### src/rtl/imem_loader.sv
// Instruction-memory loader: assembles 32-bit words from a little-endian byte
// stream and writes them to consecutive word addresses, keeping a running XOR
// checksum of every word written in the current load.
module imem_loader #(
  parameter int ADDR_W = 12
) (
  input  logic              i_clk,
  input  logic              i_reset,
  input  logic              i_start,
  input  logic [ADDR_W:0]   i_num_words,
  input  logic              i_abort,
  input  logic              i_byte_valid,
  input  logic [7:0]        i_byte,
  output logic              o_byte_ready,
  output logic              o_wr_en,
  output logic [ADDR_W-1:0] o_wr_addr,
  output logic [31:0]       o_wr_data,
  output logic              o_busy,
  output logic              o_done,
  output logic [31:0]       o_checksum
);

  typedef enum logic [1:0] {
    IDLE  = 2'd0,
    RECV  = 2'd1,
    WRITE = 2'd2,
    DONE  = 2'd3
  } state_t;

  localparam logic [ADDR_W:0] ONE = {{ADDR_W{1'b0}}, 1'b1};

  state_t              state;
  state_t              state_nxt;
  logic [ADDR_W:0]     count_q;
  logic [ADDR_W-1:0]   word_cnt;
  logic [1:0]          byte_idx;
  logic [23:0]         byte_buf;
  logic [ADDR_W-1:0]   wr_addr_q;
  logic [31:0]         wr_data_q;
  logic [31:0]         checksum_q;
  logic                byte_take;
  logic                last_word;

  // A byte is consumed only while receiving; abort discards it.
  assign byte_take = (state == RECV) && i_byte_valid && !i_abort;
  // Counter is one bit narrower than the count, so a full 2^ADDR_W load ends at the top address.
  assign last_word = ({1'b0, word_cnt} == (count_q - ONE));

  assign o_wr_addr  = wr_addr_q;
  assign o_wr_data  = wr_data_q;
  assign o_checksum = checksum_q;

  // State register; reset overrides start and abort.
  always_ff @(posedge i_clk) begin
    if (i_reset) begin
      state <= IDLE;
    end else begin
      state <= state_nxt;
    end
  end

  // Next-state and control outputs; abort in WRITE suppresses the strobe.
  always_comb begin
    state_nxt    = state;
    o_byte_ready = 1'b0;
    o_wr_en      = 1'b0;
    o_busy       = 1'b1;
    o_done       = 1'b0;
    case (state)
      IDLE: begin
        o_busy = 1'b0;
        if (i_start) begin
          state_nxt = (i_num_words == '0) ? DONE : RECV;
        end
      end
      RECV: begin
        o_byte_ready = 1'b1;
        if (i_abort) begin
          state_nxt = IDLE;
        end else if (byte_take && (byte_idx == 2'd3)) begin
          state_nxt = WRITE;
        end
      end
      WRITE: begin
        if (i_abort) begin
          state_nxt = IDLE;
        end else begin
          o_wr_en   = 1'b1;
          state_nxt = last_word ? DONE : RECV;
        end
      end
      DONE: begin
        o_done    = 1'b1;
        state_nxt = IDLE;
      end
      default: begin
        state_nxt = IDLE;
      end
    endcase
  end

  // Datapath: latch the load, gather bytes, and capture each finished word so
  // the write address/data stay stable between strobes.
  always_ff @(posedge i_clk) begin
    if (i_reset) begin
      count_q    <= '0;
      word_cnt   <= '0;
      byte_idx   <= '0;
      byte_buf   <= '0;
      wr_addr_q  <= '0;
      wr_data_q  <= '0;
      checksum_q <= '0;
    end else begin
      case (state)
        IDLE: begin
          if (i_start) begin
            count_q    <= i_num_words;
            word_cnt   <= '0;
            byte_idx   <= '0;
            checksum_q <= '0;
          end
        end
        RECV: begin
          if (byte_take) begin
            byte_idx <= byte_idx + 2'd1;
            case (byte_idx)
              2'd0: byte_buf[7:0]   <= i_byte;
              2'd1: byte_buf[15:8]  <= i_byte;
              2'd2: byte_buf[23:16] <= i_byte;
              default: begin
                wr_data_q <= {i_byte, byte_buf};
                wr_addr_q <= word_cnt;
              end
            endcase
          end
        end
        WRITE: begin
          if (!i_abort) begin
            checksum_q <= checksum_q ^ wr_data_q;
            if (!last_word) begin
              word_cnt <= word_cnt + 1'b1;
            end
          end
        end
        default: begin
        end
      endcase
    end
  end

endmodule

### config.mk
export PLATFORM = sky130hd
export DESIGN_NAME = imem_loader
export DESIGN_NICKNAME = d
export VERILOG_FILES = /design/src/rtl/imem_loader.sv
export SDC_FILE = /design/constraint.sdc
export NUM_CORES = 1
export LEC_CHECK = 0
export CORE_UTILIZATION = 57
export DETAILED_ROUTE_END_ITERATION = 10
export DONT_BUFFER_PORTS = 1
export PLACE_DENSITY = 0.76
export SYNTH_ARGS = -nofsm -noshare
export SYNTH_HDL_FRONTEND = slang
export SYNTH_SLANG_ARGS = --single-unit
### constraint.sdc
create_clock -name i_clk -period 3 [get_ports i_clk]
set_input_delay 0.3 -clock i_clk [delete_from_list [all_inputs] [get_ports i_clk]]
set_output_delay 0.3 -clock i_clk [all_outputs]
set_load 0.02 [all_outputs]
==> metrics.txt <==
post-synthesis instance total 674; Worst-Skew Late Latency 0.52 ns; HPWL after DPL 8.25 mm; post-route antenna net violation count 0; I/O Pins 106; pwr/cell area 641 nW/um2; crit path DAT 3.29 ns; Area growth, synth to finish 16.6%; fin nets 716; root buf cell clkbuf_8; commonest non-fill, non-tap cells in the layout nand2_1 (191), dfxtp_1 (129), a21oi_1 (91); worst vdd ir 353 uV; Setup Viol. Count Final 0; syn_area_per_cell 7.99 um2; CTS tree done; area of the multi-input gates 2590 um2; clk sinks 129; Worst Setup Path Type register to register; Starting Density 0.585; required time worst endpoint 3.45 ns; total grt overflow 0; Clock transition at path regs 0.06 ns; Global Route Usage Sum 0.267; Final Cycle Share 0.947; Crit. End Element register; share of cells above drive strength 1 0.0761; Core ar. 9200 um2; Max Root-Sink Buffers 2; outcome complete, no violations; Die Y 99.2 um; vias in the first global route 4,320; RD Place Congestion 0.884; DRT iter0 DRCs 378; Critical Path Source Type register; Finished Layout Cells 807; antenna violations before repair 0; placed cells 750; CP Max Fanout 15; setup TNS 0 ns; total power 4.02 mW; antenna diode count 0; FILL cells 733; first-pass GRT wire length 20.7 mm; cell area after synthesis 5380 um2; Hold Crit Class input port to register; die area 9840 um2; yosys synthesis warning count 0; PortBufs 0; worst slew pin tran 0.643 ns; max cap viols 0; final slew viol count 0; Pleak 2.16 nW; register area share after synthesis 0.480; Setup Skew 0.00998 ns; Die W 99.2 um; #FFs+latches synth 129; # H-tree levels 4; drt wl/cell 15.7 um; largest net degree at the start of global routing 87; slew margin rel. 0.571; distinct cell type count after synthesis 43; Hold Vio Cnt, Final 0; unrepaired setup endpoints after global routing no; FMAX 352 MHz; DR DRC count 0; Vias 4,542; Detailed Routing Iterations Pass 1 5; total CTS buffers 17; row count 35; most common cell after layout, fill and taps aside nand2_1; Routed WL 12.7 mm; syn_nets 707; FF/Latch Area 2580 um2; fin crit period 2.84 ns; vias per cell 5.63
[report_power, final]
part           internal, mW  switching, mW  leakage (nW)
combinational        0.0951          0.140         0.841
sequential             1.73         0.0236          1.04
clock                  1.24          0.792         0.279
[cells in the mapped netlist]
cell      instances  share of area
or4_1             7         0.0098
and3_1            4         0.0046
nor4_2            1         0.0023
nand3_1          30          0.028
o31ai_1           6         0.0084
ha_1              7          0.016
a21oi_2           1         0.0016
o21a_1            1         0.0014
nand3b_1          2         0.0028
nor2_1           47          0.033
clkbuf_2          1        0.00093
nor3_1           10         0.0093
o211ai_1          3         0.0042
nand4_1           3         0.0035
buf_1             2         0.0014
mux2_2            1         0.0021
o41ai_2           1         0.0030
buf_6             1         0.0021
o211a_1           2         0.0037
nor3b_1           1         0.0014
inv_1            10         0.0070
xnor2_1           8          0.013
and2_1            4         0.0046
o21ai_0           6         0.0056
a32oi_1           1         0.0016
buf_4             2         0.0028
mux2i_1           6          0.011
or4b_2            1         0.0019
clkbuf_1         37          0.026
nor2b_1           1         0.0012
dfxtp_1         129           0.48
buf_2             1        0.00093
a211oi_1          3         0.0042
nor4_1            4         0.0046
o22ai_1           1         0.0012
nor4b_1           3         0.0049
nand2_1         191           0.13
a32o_1            1         0.0019
nor3b_2           1         0.0023
a21oi_1          91          0.085
xor2_1           35          0.057
nor4b_4           1         0.0044
or3_1             6         0.0070
[registers in the layout, summed over array words and instances (netlist names)]
name,cells
count_q,13
o_wr_addr,12
state,2
o_wr_data,32
o_checksum,32
word_cnt,12
byte_idx,2
byte_buf,24
[layout make-up]
class                      count  share of cell area
multi-input combinational    491               0.413
sequential                   129               0.412
clock buffer                  19              0.0704
timing repair buffer          34              0.0526
clock inverter                13              0.0239
tap                          111              0.0221
inverter                      10             0.00598
[final timing paths]
| path | startpoint | to | slack [ns] | cells past startpoint |
|---|---|---|---|---|
| hold / removal | i_reset | state[1] | 0.03 | 3 |
| hold reg to reg | byte_buf[0] | o_wr_data[0] | 0.46 | 2 |
| setup reg to reg | count_q[0] | word_cnt[5] | 0.16 | 8 |
| setup / recovery | count_q[0] | word_cnt[5] | 0.16 | 8 |
[layer usage]
layer | up-vias | part of all wire | GRT usage
li1 | 2267 | - | -
met1 | 2097 | 0.45 | 0.351
met2 | 162 | 0.46 | 0.425
met3 | 16 | 0.078 | 0.0773
met4 | 0 | 0.015 | 0.0894
met5 | - | 0 | 0
[repair_timing]
item	CTS	global route
endpoints found under the setup margin	0	5
gates resized for setup	0	3
hold endpoints to repair	87	0
buffers inserted	0	2
hold buffers	23	0
[per-stage QoR]
step / util / hold slack [ns] / setup slack, ns / area [um2]
global placement: 0.588 / 0.378 / 0.177 / 5410
detailed placement: 0.588 / 0.377 / 0.119 / 5410
CTS: 0.679 / 0.00932 / 0.0758 / 6250
floorplan: - / 0.394 / 0.155 / 5380
global route: 0.682 / 0.0372 / 0.00193 / 6270
finish: 0.682 / 0.0257 / 0.160 / 6270
[worst max-delay path: stages, from the launching register on]
cell and delay (ns):
dfxtp_1 0.35, or4_4 0.60, or4_1 0.48, a32o_1 0.28, a21oi_2 0.17, nor4_2 0.07, buf_4 0.19, or4_1 0.49
a21oi_1 0.15
[kinds of logic after synthesis]
family,count (synthesis),share of synthesized area
AND/OR/NAND/NOR,317,0.258
AO/OA/AOI/OAI,117,0.121
adder cells (fa/ha/maj),7,0.0163
multiplexers,7,0.0132
flip-flops,129,0.480
buffers and inverters,54,0.0409
XOR/XNOR,43,0.0700
Power figures use the tool's default switching activity.
